<file path="src/rtl/crc_sched_pkg.sv">
// -----------------------------------------------------------------------------
// crc_sched_pkg
// Shared definitions for the CRC frame scheduler: default payload/CRC widths,
// the derived frame size in bytes, and the scheduler state encoding.
// -----------------------------------------------------------------------------
package crc_sched_pkg;

   localparam int DATA_W_DEF = 48;
   localparam int CRC_W_DEF  = 8;
   localparam int FRAME_W    = DATA_W_DEF + CRC_W_DEF;
   localparam int NBYTES     = FRAME_W / 8;

   typedef enum logic [2:0] {
      ST_IDLE  = 3'd0,
      ST_START = 3'd1,
      ST_WAIT  = 3'd2,
      ST_SEND  = 3'd3,
      ST_DONE  = 3'd4
   } state_e;

endpackage : crc_sched_pkg

</file>
<file path="src/rtl/crc_frame_sched_rr_arbiter.sv">
// -----------------------------------------------------------------------------
// rr_arbiter
// Combinational round-robin pick. The first set request at or after the
// pointer wins, wrapping modulo N_REQ. The pointer register lives in the parent.
//
// Ports:
//   req        in   N_REQ   request vector
//   ptr        in   PTR_W   index with highest priority this round
//   grant_oh   out  N_REQ   one-hot grant (all zero when nothing requested)
//   grant_idx  out  PTR_W   binary index of the granted requester
//   grant_vld  out  1       at least one request present
// -----------------------------------------------------------------------------
module rr_arbiter #(
   parameter int N_REQ = 2,
   parameter int PTR_W = (N_REQ > 1) ? $clog2(N_REQ) : 1
) (
   input  logic [N_REQ-1:0] req,
   input  logic [PTR_W-1:0] ptr,
   output logic [N_REQ-1:0] grant_oh,
   output logic [PTR_W-1:0] grant_idx,
   output logic             grant_vld
);

   always_comb begin
      // NOTE: every output gets a default before any conditional assignment, so no path leaves one unassigned and no latch is inferred.
      grant_oh  = '0;
      grant_idx = '0;
      grant_vld = 1'b0;
      // First pass: indices at or after the pointer.
      for (int i = 0; i < N_REQ; i++) begin
         if (!grant_vld && req[i] && (i >= int'(ptr))) begin
            grant_vld   = 1'b1;
            grant_oh[i] = 1'b1;
            grant_idx   = PTR_W'(i);
         end
      end
      // Second pass: wrap around to indices below the pointer.
      for (int i = 0; i < N_REQ; i++) begin
         if (!grant_vld && req[i] && (i < int'(ptr))) begin
            grant_vld   = 1'b1;
            grant_oh[i] = 1'b1;
            grant_idx   = PTR_W'(i);
         end
      end
   end

endmodule : rr_arbiter

</file>
<file path="src/rtl/crc_frame_sched.sv">
// -----------------------------------------------------------------------------
// crc_frame_sched
// Shares one CRC-8 frame generator between N_REQ result producers. It grants
// a requester round-robin and holds its payload on crc_data while the CRC
// unit runs. It then captures the {payload, crc} frame and streams it
// MSB-byte-first over a valid/ready byte handshake. The winner is acked when
// its frame has been fully sent, or when the CRC unit times out.
//
// Ports:
//   clk, rst       clock, asynchronous active-high reset
//   req            per-requester level request, held until its ack
//   req_data       payloads, requester i at [i*DATA_W +: DATA_W]
//   ack            one-cycle pulse per requester: frame sent or dropped
//   crc_en         one-cycle start pulse to the CRC unit
//   crc_data       payload to the CRC unit, stable until the frame is captured
//   crc_done       CRC unit completion pulse (only honoured while waiting)
//   crc_frame      CRC unit output {payload, crc}
//   tx_valid       byte valid to the UART
//   tx_byte        byte to the UART
//   tx_ready       UART accepts tx_byte when tx_valid & tx_ready
//   busy           high whenever the scheduler is not idle
//   err_timeout    one-cycle pulse when the CRC unit fails to answer
//   frames_sent    completed frame count, wraps at 16 bits
// -----------------------------------------------------------------------------
module crc_frame_sched
   import crc_sched_pkg::*;
#(
   parameter int DATA_W  = DATA_W_DEF,
   parameter int CRC_W   = CRC_W_DEF,
   parameter int N_REQ   = 2,
   parameter int TIMEOUT = 255
) (
   input  logic                    clk,
   input  logic                    rst,
   input  logic [N_REQ-1:0]        req,
   input  logic [N_REQ*DATA_W-1:0] req_data,
   output logic [N_REQ-1:0]        ack,
   output logic                    crc_en,
   output logic [DATA_W-1:0]       crc_data,
   input  logic                    crc_done,
   input  logic [DATA_W+CRC_W-1:0] crc_frame,
   output logic                    tx_valid,
   output logic [7:0]              tx_byte,
   input  logic                    tx_ready,
   output logic                    busy,
   output logic                    err_timeout,
   output logic [15:0]             frames_sent
);

   localparam int SR_W    = DATA_W + CRC_W;
   localparam int N_BYTES = SR_W / 8;
   localparam int IDX_W   = (N_BYTES > 1) ? $clog2(N_BYTES) : 1;
   localparam int TMR_W   = $clog2(TIMEOUT + 1);
   localparam int PTR_W   = (N_REQ > 1) ? $clog2(N_REQ) : 1;

   state_e              state_q,       state_d;
   logic [PTR_W-1:0]    ptr_q,         ptr_d;
   logic [PTR_W-1:0]    grant_q,       grant_d;
   logic [DATA_W-1:0]   crc_data_q,    crc_data_d;
   logic [SR_W-1:0]     shreg_q,       shreg_d;
   logic [IDX_W-1:0]    idx_q,         idx_d;
   logic [TMR_W-1:0]    tmr_q,         tmr_d;
   logic [15:0]         frames_sent_q, frames_sent_d;

   logic [N_REQ-1:0]    arb_oh;
   logic [PTR_W-1:0]    arb_idx;
   logic                arb_vld;
   logic [N_REQ-1:0]    grant_dec;
   logic [PTR_W-1:0]    ptr_next;

   rr_arbiter #(
      .N_REQ (N_REQ),
      .PTR_W (PTR_W)
   ) u_arb (
      .req       (req),
      .ptr       (ptr_q),
      .grant_oh  (arb_oh),
      .grant_idx (arb_idx),
      .grant_vld (arb_vld)
   );

   // Ack targets the latched winner, not whoever is requesting now.
   assign grant_dec = N_REQ'(1) << grant_q;
   // Priority moves past the winner, wrapping modulo N_REQ.
   assign ptr_next  = (grant_q == PTR_W'(N_REQ - 1)) ? '0 : grant_q + PTR_W'(1);

   always_comb begin
      state_d       = state_q;
      ptr_d         = ptr_q;
      grant_d       = grant_q;
      crc_data_d    = crc_data_q;
      shreg_d       = shreg_q;
      idx_d         = idx_q;
      tmr_d         = tmr_q;
      frames_sent_d = frames_sent_q;
      crc_en        = 1'b0;
      tx_valid      = 1'b0;
      ack           = '0;
      err_timeout   = 1'b0;

      case (state_q)
         ST_IDLE: begin
            if (arb_vld) begin
               grant_d = arb_idx;
               for (int i = 0; i < N_REQ; i++) begin
                  if (arb_oh[i]) begin
                     crc_data_d = req_data[i*DATA_W +: DATA_W];
                  end
               end
               state_d = ST_START;
            end
         end

         ST_START: begin
            crc_en  = 1'b1;
            tmr_d   = '0;
            state_d = ST_WAIT;
         end

         ST_WAIT: begin
            // A completion in the same cycle as the limit still counts as done.
            if (crc_done) begin
               shreg_d = crc_frame;
               idx_d   = '0;
               state_d = ST_SEND;
            end else if (tmr_q == TMR_W'(TIMEOUT)) begin
               err_timeout = 1'b1;
               ack         = grant_dec;
               ptr_d       = ptr_next;
               state_d     = ST_IDLE;
            end else begin
               tmr_d = tmr_q + TMR_W'(1);
            end
         end

         ST_SEND: begin
            tx_valid = 1'b1;
            // The shift register only moves on acceptance, which keeps tx_byte stable under back-pressure.
            if (tx_ready) begin
               shreg_d = shreg_q << 8;
               idx_d   = idx_q + IDX_W'(1);
               if (idx_q == IDX_W'(N_BYTES - 1)) begin
                  state_d = ST_DONE;
               end
            end
         end

         ST_DONE: begin
            ack           = grant_dec;
            frames_sent_d = frames_sent_q + 16'd1;
            ptr_d         = ptr_next;
            state_d       = ST_IDLE;
         end

         default: begin
            state_d = ST_IDLE;
         end
      endcase
   end

   always_ff @(posedge clk or posedge rst) begin
      if (rst) begin
         // NOTE: state uses non-blocking assignments so every flop samples pre-edge values regardless of block ordering.
         state_q       <= ST_IDLE;
         ptr_q         <= '0;
         grant_q       <= '0;
         crc_data_q    <= '0;
         shreg_q       <= '0;
         idx_q         <= '0;
         tmr_q         <= '0;
         frames_sent_q <= '0;
      end else begin
         state_q       <= state_d;
         ptr_q         <= ptr_d;
         grant_q       <= grant_d;
         crc_data_q    <= crc_data_d;
         shreg_q       <= shreg_d;
         idx_q         <= idx_d;
         tmr_q         <= tmr_d;
         frames_sent_q <= frames_sent_d;
      end
   end

   assign crc_data    = crc_data_q;
   assign tx_byte     = shreg_q[SR_W-1 -: 8];
   assign busy        = (state_q != ST_IDLE);
   assign frames_sent = frames_sent_q;

endmodule : crc_frame_sched

</file>
<file path="config.mk">
export PLATFORM = sky130hd
export DESIGN_NAME = crc_frame_sched
export DESIGN_NICKNAME = d
export VERILOG_FILES = /design/src/rtl/crc_sched_pkg.sv /design/src/rtl/crc_frame_sched_rr_arbiter.sv /design/src/rtl/crc_frame_sched.sv
export SDC_FILE = /design/constraint.sdc
export NUM_CORES = 1
export LEC_CHECK = 0
export BUFFER_PORTS_ARGS = -buffer_cell sky130_fd_sc_hd__buf_2
export CELL_PAD_IN_SITES_DETAIL_PLACEMENT = 1
export CELL_PAD_IN_SITES_GLOBAL_PLACEMENT = 2
export CORE_AREA = 2 2 112 222
export DETAILED_ROUTE_END_ITERATION = 6
export DIE_AREA = 0 0 114 224
export GPL_TIMING_DRIVEN = 0
export PLACE_DENSITY_LB_ADDON = 0.1
export SLEW_MARGIN = 30
export SYNTH_ARGS = -nofsm -noshare
export SYNTH_HDL_FRONTEND = slang
export SYNTH_SLANG_ARGS = --single-unit
</file>
<file path="constraint.sdc">
create_clock -name clk -period 3.9 [get_ports clk]
set_input_delay 0 -clock clk [delete_from_list [all_inputs] [get_ports clk]]
set_output_delay 0 -clock clk [all_outputs]
set_load 0.01 [all_outputs]
</file>
==> impl_metrics.yaml <==
timing:
  final-setup-viol-count: 0
  fin_crit_sh: 0.638
  finalSetupTns_ns: 0
  fmax_mhz: 402
  final-max-slew-violation-count: 0
  fin_skew_ns: 0.00766
  slew_headroom: 0.444
  worst_pin_slew_ns: 0.833
  hold_violations: 0
  rsz0062_at_grt: "false"
  period_needed_ns: 2.49
  whs_ns: 0.192
global_route:
  grt_pass1_vias: 6855
  grt-ovfl-total: 0
  antenna_found_initial: 0
  grt_pass1_wl_um: 34700
  grt_max_degree: 77
  grt_usage: 0.175
worst_setup_path:
  crit_path_cell_trace: "o21ai_1 -> buf_2 -> buf_2 -> mux2i_1 -> dlygate4sd3_1 -> o21ai_0"
  crit_required_ns: 4.18
  r2r_slack_ns: 1.41
  arrival_ns: 2.77
  crit_type: "flop to flop"
  crit_start: "ptr_q"
  slowest_stage: "dlygate4sd3_1"
  r2r-start: "ptr_q"
  slowest_delay_ns: 0.58
  timing.rr.end: "crc_data[18]"
  start_kind: "flop"
  r2r_cells: 6
  cp-endpoint: "crc_data[18]"
  cp-end-kind: "flop"
  critPathMaxFanout: 10
  cp_common_cell: "buf_2"
pwr:
  power_leakage_nw: 5.19
  ir_drop_uv: 252
  finalPower_mw: 6.43
  powerDensity_nw_per_um2: 635
synth:
  synth_nets: 760
  ys_seq_elements: 136
  seq_area_frac_synth: 0.536
  synth_area_um2: 6350
  ys_types: 43
  yosys_warnings: 0
  synthCells: 598
  avgSynthCellArea_um2: 10.6
finish:
  diodes: 0
  final_cells: 1308
  fin_area_um2: 10100
  areaGrowthSynthToFinish_pct: 59.2
  nNetsFinal: 1172
  drive_gt1_frac: 0.298
  fillers: 2770
die:
  pin_count: 236
  core-area_um2: 23800
  die_h_um: 224
  dieArea_um2: 25500
  initial_core_util: 0.267
  fp.dieW_um: 114
  rows: 80
clock_network:
  path_clk_slew_ns: 0.06
  clk_latency_ns: 0.43
  cts_tree: "done"
  cts_sinks: 136
  ctsResizeCount: 0
  h-tree-depth: 4
  cts_setup_buffers: 0
  cts_buffers: 17
  clockRootBuffer: "clkbuf_16"
  clockBufferDepth: 2
placement:
  gp_congestion: 0.739
  dpl.hpwl_um: 15500
  dp.cells: 1121
  place.port_buffers: 235
  place_area_um2: 7930
routing:
  via_per_inst: 4.55
  wl_per_cell_um: 16.1
  vias: 5956
  ant_nets: 0
  drc: 0
  wl_um: 21100
  drt_first_pass_iters: 4
  dr.first_iter.drc_count: 131
min_path:
  hold_path.class: "input pin to asynchronous set/reset pin"
outcome:
  status: "complete, no violations"
job:
  cap_violations: 0
-- per-layer routing --
layer  track usage  part of all wire  vias to the layer above
li1              -                 -                     2887
met1         0.165              0.35                     2877
met2         0.349              0.58                      174
met3        0.0476             0.057                       18
met4        0.0594             0.016                        0
met5             0                 0                        -
-- per-stage QoR --
| stage | util | setup WS (ns) |
|---|---|---|
| floorplan | - | 0.261 |
| CTS | 0.425 | 1.32 |
| global placement | 0.331 | -1.66 |
| detailed placement | 0.333 | 1.70 |
| finish | 0.425 | 1.41 |
| global route | 0.425 | 1.25 |
-- cells by family after synthesis --
group	Yosys count	share of synthesized area
DFF	136	0.536
adders and majority gates	4	0.00788
AOI/OAI and AO/OA	128	0.114
muxes	97	0.153
and+or+nand+nor	161	0.120
buffers and inverters	54	0.0447
xor gates and xnor gates	18	0.0248
-- worst max-delay path, delay by kind of cell, from the launching register on --
kind            cells  cell delay (ns)
buf+inv             3             1.32
compound gates      2             0.42
flops               1             0.38
mux                 1             0.22
-- worst min-delay path by stage --
stage | slack (ns) | to | cells after the start
floorplan | 0.14 | shreg_q[0] | 1
detailed placement | 0.14 | shreg_q[54] | 2
finish | 0.19 | shreg_q[54] | 3
CTS | 0.22 | shreg_q[54] | 3
global placement | 0.23 | shreg_q[6] | 2
global route | 0.25 | shreg_q[54] | 3
-- report_power, final --
part,total (mW),switching [mW],internal [mW]
sequential,2.32,0.333,1.98
clock,1.72,0.609,1.11
combinational,2.39,1.33,1.06
-- cell usage in the layout (no fill, tap or decap), types with 3 or more instances in the layout --
master           n
clkbuf_16       17
nand3_1          8
a21oi_1          3
nand3b_1         3
a31oi_1          3
nor3b_1          3
nand2_1        112
nor4_1           4
mux2i_1         97
nand4_1          5
clkbuf_1        16
dlygate4sd3_1  157
o21ai_1          5
dfrtp_1        136
o21ai_0         97
buf_2          246
bufinv_16        4
buf_4           16
a22o_1          10
inv_1            8
xor2_1           8
buf_1            3
nor3_1           3
nor2_1           6
xnor2_1         10
and3_1           4
clkbuf_8         3
ha_1             4
-- area by class of cell --
| type | count | area [µm²] | area share |
|---|---|---|---|
| sequential | 136 | 3400 | 0.336 |
| timing repair buffer | 393 | 2780 | 0.274 |
| tap | 287 | 359 | 0.0355 |
| clock inverter | 8 | 145 | 0.0143 |
| multi-input combinational | 408 | 2670 | 0.264 |
| buffer | 45 | 250 | 0.0247 |
| inverter | 9 | 41.3 | 0.00408 |
| clock buffer | 22 | 474 | 0.0469 |
-- synthesized netlist by cell type (all sizes together) --
library cell | number | share of area
dfrtp | 136 | 0.54
nand2 | 112 | 0.066
o21ai | 102 | 0.080
mux2i | 97 | 0.15
buf | 31 | 0.031
clkbuf | 14 | 0.0083
a22o | 10 | 0.014
xnor2 | 10 | 0.014
inv | 9 | 0.0053
nand3 | 8 | 0.0063
xor2 | 8 | 0.011
nor2 | 6 | 0.0035
a21oi | 5 | 0.0051
nand4 | 5 | 0.0049
nor4 | 5 | 0.0073
a31oi | 4 | 0.0063
and3 | 4 | 0.0039
ha | 4 | 0.0079
nor3b | 4 | 0.0055
nand3b | 3 | 0.0035
nor3 | 3 | 0.0024
a41oi | 2 | 0.0028
nand4b | 2 | 0.0028
o211ai | 2 | 0.0024
or3 | 2 | 0.0035
a31o | 1 | 0.0014
and4 | 1 | 0.0014
and4bb | 1 | 0.0020
nand2b | 1 | 0.00099
o21bai | 1 | 0.0012
o31ai | 1 | 0.0012
or2 | 1 | 0.00099
or3b | 1 | 0.0014
or4 | 1 | 0.0012
or4b | 1 | 0.0022
-- state kept, by name (all words and copies together) (netlist names) --
name         flops
grant_q          1
state_q          3
shreg_q         56
crc_data        48
ptr_q            1
idx_q            3
frames_sent     16
tmr_q            8
-- timing repair --
action                                 CTS  global route
setup endpoints to repair                0             0
hold buffers                           157             0
endpoints found under the hold margin  185             0
No activity file was read; power rests on OpenSTA's default activity.
